## src/rtl/sw_pkg.sv

```systemverilog
// rtl/sw_pkg.sv - shared constants and types for the switch debounce bank
package sw_pkg;

   localparam int CLK_HZ                  = 50000000;
   localparam int DEBOUNCE_MS             = 20;
   localparam int DEFAULT_DEBOUNCE_CYCLES = CLK_HZ / 1000 * DEBOUNCE_MS;
   localparam int SW_WIDTH                = 4;

   typedef enum logic {
      DB_IDLE  = 1'b0,
      DB_COUNT = 1'b1
   } db_state_e;

endpackage

```

## src/rtl/debounce_bit.sv

```systemverilog
// rtl/debounce_bit.sv - single switch bit: two-stage synchronizer, hold counter, edge pulses
module debounce_bit
   import sw_pkg::*;
#(
   parameter int DEBOUNCE_CYCLES = DEFAULT_DEBOUNCE_CYCLES,
   parameter int CNT_W           = $clog2(DEBOUNCE_CYCLES)
) (
   input  logic clk,
   input  logic rst_n,
   input  logic raw_i,
   output logic stable_o,
   output logic rise_o,
   output logic fall_o,
   output logic pulse_d_o
);

   localparam logic [CNT_W-1:0] CNT_MAX = CNT_W'(DEBOUNCE_CYCLES - 1);

   logic             sync1_q, sync2_q;
   db_state_e        state_q, state_d;
   logic [CNT_W-1:0] cnt_q, cnt_d;
   logic             stable_q, stable_d;
   logic             rise_q, rise_d;
   logic             fall_q, fall_d;
   logic             differ;

   assign differ = sync2_q ^ stable_q;

   always_ff @(posedge clk or negedge rst_n) begin
      if (!rst_n) begin
         sync1_q  <= 1'b0;
         sync2_q  <= 1'b0;
         state_q  <= DB_IDLE;
         cnt_q    <= '0;
         stable_q <= 1'b0;
         rise_q   <= 1'b0;
         fall_q   <= 1'b0;
      end else begin
         sync1_q  <= raw_i;
         sync2_q  <= sync1_q;
         state_q  <= state_d;
         cnt_q    <= cnt_d;
         stable_q <= stable_d;
         rise_q   <= rise_d;
         fall_q   <= fall_d;
      end
   end

   // IDLE always holds cnt at zero, so the first differing edge loads 1 directly.
   always_comb begin
      state_d  = state_q;
      cnt_d    = cnt_q;
      stable_d = stable_q;
      rise_d   = 1'b0;
      fall_d   = 1'b0;
      unique case (state_q)
         DB_IDLE: begin
            if (differ) begin
               state_d = DB_COUNT;
               cnt_d   = CNT_W'(1);
            end else begin
               cnt_d   = '0;
            end
         end
         DB_COUNT: begin
            if (!differ) begin
               state_d = DB_IDLE;
               cnt_d   = '0;
            end else if (cnt_q == CNT_MAX) begin
               state_d  = DB_IDLE;
               cnt_d    = '0;
               stable_d = sync2_q;
               rise_d   = sync2_q;
               fall_d   = ~sync2_q;
            end else begin
               cnt_d   = cnt_q + CNT_W'(1);
            end
         end
      endcase
   end

   always_comb begin
      stable_o  = stable_q;
      rise_o    = rise_q;
      fall_o    = fall_q;
      pulse_d_o = rise_d | fall_d;
   end

endmodule

```

## src/rtl/sw_debounce_bank.sv

```systemverilog
// rtl/sw_debounce_bank.sv - bank of independent switch debouncers with a shared change pulse
module sw_debounce_bank
   import sw_pkg::*;
#(
   parameter int WIDTH           = SW_WIDTH,
   parameter int DEBOUNCE_CYCLES = DEFAULT_DEBOUNCE_CYCLES,
   parameter int CNT_W           = $clog2(DEBOUNCE_CYCLES)
) (
   input  logic             clk,
   input  logic             rst_n,
   input  logic [WIDTH-1:0] sw_raw,
   output logic [WIDTH-1:0] sw_stable,
   output logic [WIDTH-1:0] sw_rise,
   output logic [WIDTH-1:0] sw_fall,
   output logic             sw_changed
);

   logic [WIDTH-1:0] pulse_d;
   logic             changed_q;

   for (genvar i = 0; i < WIDTH; i++) begin : g_bit
      debounce_bit #(
         .DEBOUNCE_CYCLES (DEBOUNCE_CYCLES),
         .CNT_W           (CNT_W)
      ) u_bit (
         .clk       (clk),
         .rst_n     (rst_n),
         .raw_i     (sw_raw[i]),
         .stable_o  (sw_stable[i]),
         .rise_o    (sw_rise[i]),
         .fall_o    (sw_fall[i]),
         .pulse_d_o (pulse_d[i])
      );
   end

   // Built from the bits' next-state pulses so it lands on the same edge as them.
   always_ff @(posedge clk or negedge rst_n) begin
      if (!rst_n) changed_q <= 1'b0;
      else        changed_q <= |pulse_d;
   end

   assign sw_changed = changed_q;

endmodule

```

## config.mk

```make
export PLATFORM = sky130hd
export DESIGN_NAME = sw_debounce_bank
export DESIGN_NICKNAME = d
export VERILOG_FILES = /design/src/rtl/sw_pkg.sv /design/src/rtl/debounce_bit.sv /design/src/rtl/sw_debounce_bank.sv
export SDC_FILE = /design/constraint.sdc
export NUM_CORES = 1
export LEC_CHECK = 0
export CORE_ASPECT_RATIO = 1.75
export CORE_MARGIN = 2
export CORE_UTILIZATION = 55
export CTS_CLUSTER_DIAMETER = 80
export DETAILED_ROUTE_END_ITERATION = 6
export GPL_TIMING_DRIVEN = 0
export PLACE_DENSITY = 0.79
export SYNTH_ARGS = -nofsm -noshare
export SYNTH_HDL_FRONTEND = slang
export SYNTH_HIERARCHICAL = 1
export SYNTH_SLANG_ARGS = --single-unit
export TNS_END_PERCENT = 1
```

## constraint.sdc

```tcl
create_clock -name clk -period 3.55 [get_ports clk]
set_input_delay 0.355 -clock clk [delete_from_list [all_inputs] [get_ports clk]]
set_output_delay 0.355 -clock clk [all_outputs]
set_load 0.01 [all_outputs]
```

==> results.txt, run 1 <==
The via count of the first global-routing pass is 3726. Based on the critical path, the design can be clocked at up to 0.479 GHz. The utilization of the core after routing came out at 63.5%. The peak supply drop is 293 µV. The post-route fraction of the period consumed by the critical path came out at 58.8%. The clock transition at the registers of the reported paths is 0.07 ns. The critical path in this run is classified as reg -> reg. The clock drives 105 sinks. The starting DRC count in detailed routing is 273.

The pin count of the biggest net entering global routing came out at 62. The H-tree depth reported by CTS is 3. The largest total area in the synthesized netlist belongs to sky130_fd_sc_hd__dfrtp_1. Per report_power, the sequential group accounts for 52.9% of the total. The multi-input combinational cells in the finished layout cover a total of 0.00227 mm². Traced cell by cell, the critical path runs through ha_1, and4_2, buf_2, nand4_2, o21bai_4, buf_2, nor2_1.

The final setup skew came out at 0.00640 ns. In this run the static leakage power is 0.00231 µW. The count of mapped cells out of synthesis came out at 478. In this design, the largest share of critical-path delay is due to simple AND/OR/NAND/NOR gates.

The number of antenna repair diodes is 0. STA classifies the critical path endpoint as a flop. The die height came out at 131 µm. The number of DRC violations after detailed routing came out at 0. The number of vias per cell after detailed routing is 5.79. Sorting the synthesized cells by how often they occur yields sky130_fd_sc_hd__dfrtp_1 (105), sky130_fd_sc_hd__nor2_1 (64), sky130_fd_sc_hd__xor2_1 (36). The internal power of the cells totals 1820 µW.

The number of standard cells in the final layout excluding fillers is 633. The share of post-route cells with drive strength above 1 is 12.1%. The count of nets left with antenna violations once routing finished came out at 0. For the pin with the worst max-slew slack, the measured transition is 0.595 ns. The number of cells on the worst reg-to-reg path is 7. The number of library cell types mapped by synthesis is 31. The wire length per cell after detailed routing is 14.9 µm. The number of clock buffers inserted by TritonCTS is 9. In this run, synthesis inferred 0 flip-flops with an integrated enable. The total wire length came out at 9460 µm. The worst flop-to-flop path endpoint is g_bit[3].u_bit/cnt_q[11]$_DFF_PN0_. The share of flip-flops with an asynchronous set or reset is 100%. TritonCTS built the clock tree. The final worst-path setup slack came out at 1.46 ns. The worst slew slack as a fraction of its limit came out at 60.3%.

The placed wire-length estimate after detailed placement came out at 6620 µm. The count of boundary I/O pins is 19. The number of buffers added to fix hold violations after cts came out at 0. On the worst path, the slowest cell contributes a delay of 0.39 ns.

Ranked by total cell area, the synthesized netlist is headed by sky130_fd_sc_hd__dfrtp_1 (52%), sky130_fd_sc_hd__xor2_1 (6.3%), sky130_fd_sc_hd__nor2_1 (4.8%), sky130_fd_sc_hd__xnor2_1 (4.2%), sky130_fd_sc_hd__a21oi_1 (2.4%). The full die area came out at 0.00997 mm². The later pin in the worst-skew pair is clocked with a latency of 0.34 ns. The top cell type by area accounts for 52.2% of the synthesized area. The register-to-register setup slack is 1.46 ns. Compared with the post-synthesis result, the final layout area differs by 13.1%. The clock network accounts for 43.7% of the total power. Each instance of the synthesized netlist takes up on average 10.5 µm². The count of cells resized by post-cts repair is 0.

The critical path crosses 7 cells after its start point. The final number of setup-violating endpoints is 0. The final layout contains 518 nets. In this design, the critical path's most frequently occurring cell is sky130_fd_sc_hd__buf_2. The pre-CTS setup slack is 1.49 ns. The die extent in x came out at 76.3 µm.

STA classifies the critical path startpoint as a flop. The area taken by flip-flops and latches came out at 0.00263 mm². The flow ran to the end, and the final reports show no timing, DRC or antenna violations. The leftover overflow at the end of global routing is 0. The data required time of the critical path came out at 3.77 ns. The cell sitting at the root of the clock tree is a sky130_fd_sc_hd__clkbuf_16. The global-route track usage on met1 is 24.2%.

The post-synthesis net count came out at 488. The area after detailed placement is 0.00539 mm². The flip-flop and latch count after synthesis came out at 105. The total core area is 0.00898 mm². The switching power share of the total is 21.4%. Combinational cells account for 3.5% of the total power. The startpoint identified for the worst register-to-register timing path is g_bit[3].u_bit/cnt_q[0]$_DFF_PN0_.

The number of placed cells counting well taps came out at 617. The number of antenna violations at the first check in global routing is 0. The first global-routing pass estimated 16800 µm of wire. The final-report max-slew violation count is 0. In this run the core area contains 46 standard-cell rows. The layout filler cell count came out at 728. The placer congestion estimate is 0.855. Setup total negative slack on the finished layout was measured at 0 ns.

The number of maximum-capacitance constraint violations came out at 0. The met3 usage came out at 3.37%. The number of buffer and inverter instances along the worst setup path is 2. In this run the power density over the cells is 407 mW/mm².

The cell with the most instances after synthesis is sky130_fd_sc_hd__dfrtp_1. For this configuration, the core starts out at a cell density of 56.1%. In this run the worst setup path begins at g_bit[3].u_bit/cnt_q[0]$_DFF_PN0_. The via total after detailed routing came out at 3668.

The data arrival time of the worst path came out at 2.31 ns. On the critical path, the stage with the largest delay is an instance of sky130_fd_sc_hd__dfrtp_1. The met2 track demand over resource in global routing came out at 37.0%. The total routing usage reported by global routing came out at 20.9%. The clock period could shrink to 2.09 ns. The finished cells cover 0.00570 mm². Setup repair after global routing left no endpoint under its margin. The maximum fanout encountered on the critical timing path came out at 10. The sequential share of the synthesized area came out at 52.2%. The global routing stage identified its most utilized layer as met2. The final number of hold-violating endpoints came out at 0.

Buffers placed on the I/O ports in this run total 18. The number of warning messages in the yosys log came out at 6. The type of the tightest min-delay check is in -> async. The number of detailed-route iterations in the first pass came out at 5. The most used flip-flop cell after synthesis is sky130_fd_sc_hd__dfrtp_1. The number of setup buffers added after CTS came out at 0. The combined area of all synthesized cells is 0.00504 mm². The buffer depth of the longest clock path came out at 2. The switching power total is 497 µW.
==> power groups by stage <==
stage | sequential [µW] | combinational [µW] | clock [µW]
global placement | 1250 | 76.2 | 0
CTS | 1230 | 83.1 | 1030
finish | 1230 | 80.5 | 1010
detailed placement | 1250 | 83.0 | 0
global route | 1230 | 93.3 | 1080
floorplan | 1240 | 40.2 | 0
==> cells by family (layout without fill, tap and decap cells) <==
| kind of cell | Yosys count | after routing | synth area share [%] |
|---|---|---|---|
| adders and majority gates | 4 | 4 | 0.994 |
| xor gates and xnor gates | 60 | 60 | 10.4 |
| muxes | 4 | 4 | 0.894 |
| buffers and inverters | 24 | 59 | 2.68 |
| and+or+nand+nor | 229 | 229 | 25.9 |
| DFF | 105 | 105 | 52.2 |
| AOI/OAI and AO/OA | 52 | 52 | 6.95 |
==> worst reg2reg max path: stages (launching register included) <==
cell and delay, ns:
sky130_fd_sc_hd__dfrtp_1 0.39, sky130_fd_sc_hd__ha_1 0.23, sky130_fd_sc_hd__and4_2 0.22, sky130_fd_sc_hd__buf_2 0.18, sky130_fd_sc_hd__nand4_2 0.24, sky130_fd_sc_hd__o21bai_4 0.34, sky130_fd_sc_hd__buf_2 0.29, sky130_fd_sc_hd__nor2_1 0.08
==> sequential cells by signal, summed over array words and instances (netlist names) <==
register	flops
g_bit.u_bit/sync1_q	4
g_bit.u_bit/state_q	4
g_bit.u_bit/fall_o	4
g_bit.u_bit/rise_o	4
g_bit.u_bit/sync2_q	4
g_bit.u_bit/stable_o	4
sw_changed	1
g_bit.u_bit/cnt_q	80
==> final cells by class <==
type / instances / area share [%]
Sequential cell: 105 / 46.1
Multi-Input combinational cell: 349 / 39.9
Clock buffer: 11 / 4.43
Timing Repair Buffer: 19 / 3.60
Tap cell: 120 / 2.63
Buffer: 16 / 1.84
Clock inverter: 5 / 0.944
Inverter: 8 / 0.527
==> per-stage QoR <==
step | hold slack (ns) | power [µW]
6_report | 0.0196 | 2320
5_1_grt | 0.0643 | 2400
4_1_cts | 0.0318 | 2340
3_5_place_dp | 0.339 | 1330
3_3_place_gp | 0.336 | 1320
2_1_floorplan | 0.0594 | 1280
==> how the worst max path moves through the flow <==
| stage | slack [ns] | endpoint |
|---|---|---|
| floorplan | 1.73 | sw_changed$_DFF_PN0_ |
| global placement | -1.69 | g_bit[1].u_bit/cnt_q[12]$_DFF_PN0_ |
| detailed placement | 1.49 | g_bit[3].u_bit/cnt_q[10]$_DFF_PN0_ |
| CTS | 1.49 | g_bit[3].u_bit/cnt_q[13]$_DFF_PN0_ |
| global route | 1.35 | g_bit[3].u_bit/cnt_q[6]$_DFF_PN0_ |
| finish | 1.46 | g_bit[3].u_bit/cnt_q[11]$_DFF_PN0_ |
==> layer usage <==
layer / vias to the layer above / share of wire, %
met5: - / 0
met4: 0 / 2.6
met3: 18 / 2.3
met2: 52 / 54
met1: 1825 / 41
li1: 1773 / -
==> cell usage in the layout, fill, tap and decap left out <==
cell type                         synthesis  routed
sky130_fd_sc_hd__dfrtp_1                105     105
sky130_fd_sc_hd__nor2_1                  64      64
sky130_fd_sc_hd__xor2_1                  36      36
sky130_fd_sc_hd__nand2_1                 32      32
sky130_fd_sc_hd__nand3_1                 24      24
sky130_fd_sc_hd__a21oi_1                 24      24
sky130_fd_sc_hd__xnor2_1                 24      24
sky130_fd_sc_hd__clkdlybuf4s50_1          0      17
sky130_fd_sc_hd__nand4_1                 16      16
sky130_fd_sc_hd__nor4_1                  16      16
sky130_fd_sc_hd__or4_1                   13      13
sky130_fd_sc_hd__buf_2                   12      12
sky130_fd_sc_hd__o31ai_1                 12      12
sky130_fd_sc_hd__or3_1                   12      12
sky130_fd_sc_hd__clkbuf_16                0       9
sky130_fd_sc_hd__and4_1                   8       8
sky130_fd_sc_hd__nand4_2                  8       8
sky130_fd_sc_hd__inv_1                    8       8
sky130_fd_sc_hd__o21ai_0                  8       8
sky130_fd_sc_hd__and4_2                   4       4
sky130_fd_sc_hd__buf_6                    4       4
sky130_fd_sc_hd__or3_2                    4       4
sky130_fd_sc_hd__nor4b_1                  4       4
sky130_fd_sc_hd__o21bai_4                 4       4
sky130_fd_sc_hd__nand3_2                  4       4
sky130_fd_sc_hd__and3_1                   4       4
sky130_fd_sc_hd__nor3_1                   4       4
sky130_fd_sc_hd__nand2b_1                 4       4
sky130_fd_sc_hd__o22ai_1                  4       4
sky130_fd_sc_hd__nor3_2                   4       4
sky130_fd_sc_hd__and2_1                   4       4
sky130_fd_sc_hd__mux2_1                   4       4
sky130_fd_sc_hd__ha_1                     4       4
sky130_fd_sc_hd__clkinv_2                 0       3
sky130_fd_sc_hd__clkbuf_8                 0       2
sky130_fd_sc_hd__bufinv_16                0       1
sky130_fd_sc_hd__clkinv_4                 0       1
sky130_fd_sc_hd__buf_4                    0       1
sky130_fd_sc_hd__buf_16                   0       1
Power figures use the tool's default switching activity.
==> run 2: changes to the inputs <==
Settings changed: PLACE_DENSITY 0.79 to 0.82.
Clock period 3.55 ns to 1.8 ns, I/O delays scaled along.
==> run 2 against run 1 <==
Compared with the run above: first-iteration DRC count up 3.3%; sequential cell count did not move; cell count rose by 1.7%; combinational power is 130% higher; clock skew about the same; sequential power up 97%; via count grew 3.1%; the run now ends with negative setup slack left; worst hold slack better by 0.25 ns; critical path depth shrank 2; register-to-register slack worse by 1.5 ns.
==> results.txt, run 2 (synthesized netlist as in run 1, its figures left out) <==
The number of antenna violations at the first check in global routing was 0 (unchanged). The post-route fraction of the period consumed by the critical path came out at 102% (was 58.8%). The number of DRC violations after detailed routing is 0 (unchanged). The cell with the largest stage delay on the worst path is sky130_fd_sc_hd__dfrtp_1 (unchanged). The clock insertion delay at the later pin of the skew report is 0.35 ns (was 0.34 ns). The type of origin of the critical path is a flop (unchanged).

The power density over the cells is 769 mW/mm² (was 407 mW/mm²). The die height is 131 µm (unchanged). The total wire length is 10500 µm (was 9460 µm).

The number of standard cells in the final layout excluding fillers came to 644 (was 633). The area taken by flip-flops and latches came out at 0.00265 mm² (was 0.00263 mm²). The final number of setup-violating endpoints was 2 (was 0). The register with the most flip-flops is g_bit.u_bit/cnt_q (unchanged). The total negative slack for setup checks came to -0.0333 ns (was 0 ns). The number of maximum-capacitance constraint violations is 0 (unchanged).

The count of port buffers added during placement is 18 (unchanged). The cell at the root of the clock tree is sky130_fd_sc_hd__clkbuf_16 (unchanged). The worst slew slack as a fraction of its limit was 62.5% (was 60.3%). The data required time of the critical path is 2.07 ns (was 3.77 ns). The layout filler cell count is 686 (was 728). The synthesis-to-finish area growth is 19.3% (was 13.1%). The type of the tightest min-delay check was in -> reg (was in -> async).

The number of rows created at floorplan is 46 (unchanged). The number of vias per cell after detailed routing came out at 5.87 (was 5.79). The type of destination of the critical path is a flop (unchanged). The peak supply drop is 583 µV (was 293 µV).

The data arrival time of the worst path came out at 2.10 ns (was 2.31 ns). The maximum single-stage delay on the critical path is 0.47 ns (was 0.39 ns). The total routing usage reported by global routing was 21.9% (was 20.9%). The final setup skew is 0.00603 ns (was 0.00640 ns).

The category of the critical setup timing path was reg -> reg (unchanged). The share of post-route cells with drive strength above 1 is 20.6% (was 12.1%). Setup repair after global routing missed its margin: true (was false). The leading cell type in the layout, fill and taps excluded is sky130_fd_sc_hd__dfrtp_1 (unchanged). The final-report max-slew violation count came out at 0 (unchanged). The H-tree depth reported by CTS is 3 (unchanged).

The area occupied by multi-input gates came out at 0.00246 mm² (was 0.00227 mm²). The minimum clock period after layout is 1.83 ns (was 2.09 ns). The highest achievable clock rate came out at 0.546 GHz (was 0.479 GHz). The number of buffer and inverter instances along the worst setup path is 1 (was 2). The die extent in x was 76.3 µm (unchanged). The placed wire-length estimate after detailed placement is 6680 µm (was 6620 µm).

The slew at the pin with the worst max-slew slack was 0.562 ns (was 0.595 ns). The number of antenna repair diodes was 0 (unchanged). The clock tree from TritonCTS is done (unchanged). The final worst-path setup slack is -0.0305 ns (was 1.46 ns). The leftover overflow at the end of global routing was 0 (unchanged).

The wire length per cell after detailed routing was 16.3 µm (was 14.9 µm). The number of placed cells counting well taps is 617 (unchanged). The number of detailed-route iterations in the first pass was 5 (unchanged). The clock transition at the registers of the reported paths came out at 0.07 ns (about the same). The placer congestion estimate is 0.845 (was 0.855). The number of flip-flops under the largest register name came to 80 (unchanged). The starting DRC count in detailed routing came out at 282 (was 273). The full die area came out at 0.00997 mm² (unchanged).

The utilization of the core after routing was 66.9% (was 63.5%). The total core area is 0.00898 mm² (unchanged). Series of cell instances along the critical path: nand4_4, or3_1, buf_4, or4_1, a21oi_2 (was ha_1, and4_2, buf_2, nand4_2, o21bai_4, buf_2, nor2_1). The maximum fanout encountered on the critical timing path came out at 7 (was 10). The number of clock buffers inserted by TritonCTS came out at 9 (unchanged). The initial cell density of the core came out at 56.1% (unchanged). The total clock sinks came out at 105 (unchanged).

The buffer depth of the longest clock path is 2 (unchanged). Most frequent cells in the layout: sky130_fd_sc_hd__dfrtp_1 (88), sky130_fd_sc_hd__nor2_1 (64), sky130_fd_sc_hd__xor2_1 (36), sky130_fd_sc_hd__nand2_1 (31) (was sky130_fd_sc_hd__dfrtp_1 (105), sky130_fd_sc_hd__nor2_1 (64), sky130_fd_sc_hd__xor2_1 (36), sky130_fd_sc_hd__nand2_1 (32)). The wire length of the first global-routing pass came out at 17600 µm (was 16800 µm).

The count of boundary I/O pins is 19 (unchanged). The final reports fail on negative setup slack. The via count of the first global-routing pass is 3903 (was 3726). The number of nets with antenna violations after routing is 0 (unchanged). Status: finished, violations left (was finished clean).

The pin count of the biggest net entering global routing is 64 (was 62). The via total after detailed routing came out at 3783 (was 3668). The gate family responsible for the most delay along the worst path is simple AND/OR/NAND/NOR gates (unchanged).

The static leakage power came out at 0.00236 µW (was 0.00231 µW). The final number of hold-violating endpoints came out at 0 (unchanged). The net count of the finished layout came out at 529 (was 518).
==> run 2: changes by cell type in the layout (fill, tap and decap cells not counted), moves of 5 or more <==
| cell | previous run | this run |
|---|---|---|
| sky130_fd_sc_hd__a21oi_1 | 24 | 18 |
| sky130_fd_sc_hd__a21oi_2 | 0 | 6 |
| sky130_fd_sc_hd__and4_4 | 0 | 5 |
| sky130_fd_sc_hd__buf_2 | 12 | 4 |
| sky130_fd_sc_hd__buf_4 | 1 | 19 |
| sky130_fd_sc_hd__dfrtp_1 | 105 | 88 |
| sky130_fd_sc_hd__dfrtp_2 | 0 | 17 |
| sky130_fd_sc_hd__nand4_2 | 8 | 3 |
| sky130_fd_sc_hd__nand4_4 | 0 | 5 |
==> run 2: through the flow <==
stage | setup WS (ns) | hold slack, ns | area (µm²) | total power [µW]
floorplan | 0.00198 | -0.116 | 5050 | 2530
global placement | -3.22 | 0.337 | 5390 | 2610
detailed placement | -0.233 | 0.207 | 5410 | 2630
global route | -0.0869 | 0.283 | 6010 | 4770
CTS | 0.00105 | 0.266 | 5880 | 4640
finish | -0.0305 | 0.266 | 6010 | 4620
==> run 2: power by group <==
group	switching [µW]	internal [µW]
clock network	822	1190
logic	118	69.9
registers	31.0	2390
total	971	3650
==> run 2: path summary, 6_finish.rpt <==
path	start	end	slack, ns	cells after the start
worst min-delay path	sw_raw[3]	g_bit[3].u_bit/sync1_q$_DFF_PN0_	0.27	1
worst min register to register	g_bit[0].u_bit/sync1_q$_DFF_PN0_	g_bit[0].u_bit/sync2_q$_DFF_PN0_	0.35	0
max in group asynchronous	rst_n	g_bit[0].u_bit/cnt_q[9]$_DFF_PN0_	0.72	3
worst max register to register	g_bit[1].u_bit/cnt_q[7]$_DFF_PN0_	g_bit[1].u_bit/cnt_q[19]$_DFF_PN0_	-0.03	5
worst max-delay path	g_bit[1].u_bit/cnt_q[7]$_DFF_PN0_	g_bit[1].u_bit/cnt_q[19]$_DFF_PN0_	-0.03	5
min in group asynchronous	rst_n	g_bit[2].u_bit/cnt_q[5]$_DFF_PN0_	0.36	2
==> run 2: layout make-up <==
cell class	count	share of cell area [%]
clock inverter	2	0.583
clock buffer	14	4.56
multi-input combinational	349	40.9
buffer	12	1.58
timing repair buffer	34	5.33
sequential	105	44.1
inverter	8	0.500
tap	120	2.50
==> run 2: worst reg2reg max path, delay by kind of cell (launching register included) <==
kind                   cells  cell delay, ns
AO/OA/AOI/OAI              1            0.18
buffers and inverters      1            0.16
flip-flops                 1            0.47
AND/OR/NAND/NOR            3            0.94
==> run 2: layer usage <==
| layer | global-route usage [%] | vias to the layer above | share of wire (%) |
|---|---|---|---|
| met5 | 0 | - | 0 |
| met4 | 12.5 | 0 | 3.2 |
| met3 | 3.37 | 28 | 3.2 |
| met2 | 39.6 | 94 | 53 |
| met1 | 24.6 | 1874 | 40 |
| li1 | - | 1787 | - |
==> run 2: what timing repair did <==
item,in CTS,in global routing
hold buffers,1,0
hold endpoints to repair,42,0
resized for setup,20,36
setup buffers,8,6
setup endpoints to repair,50,35
pin swaps,12,5
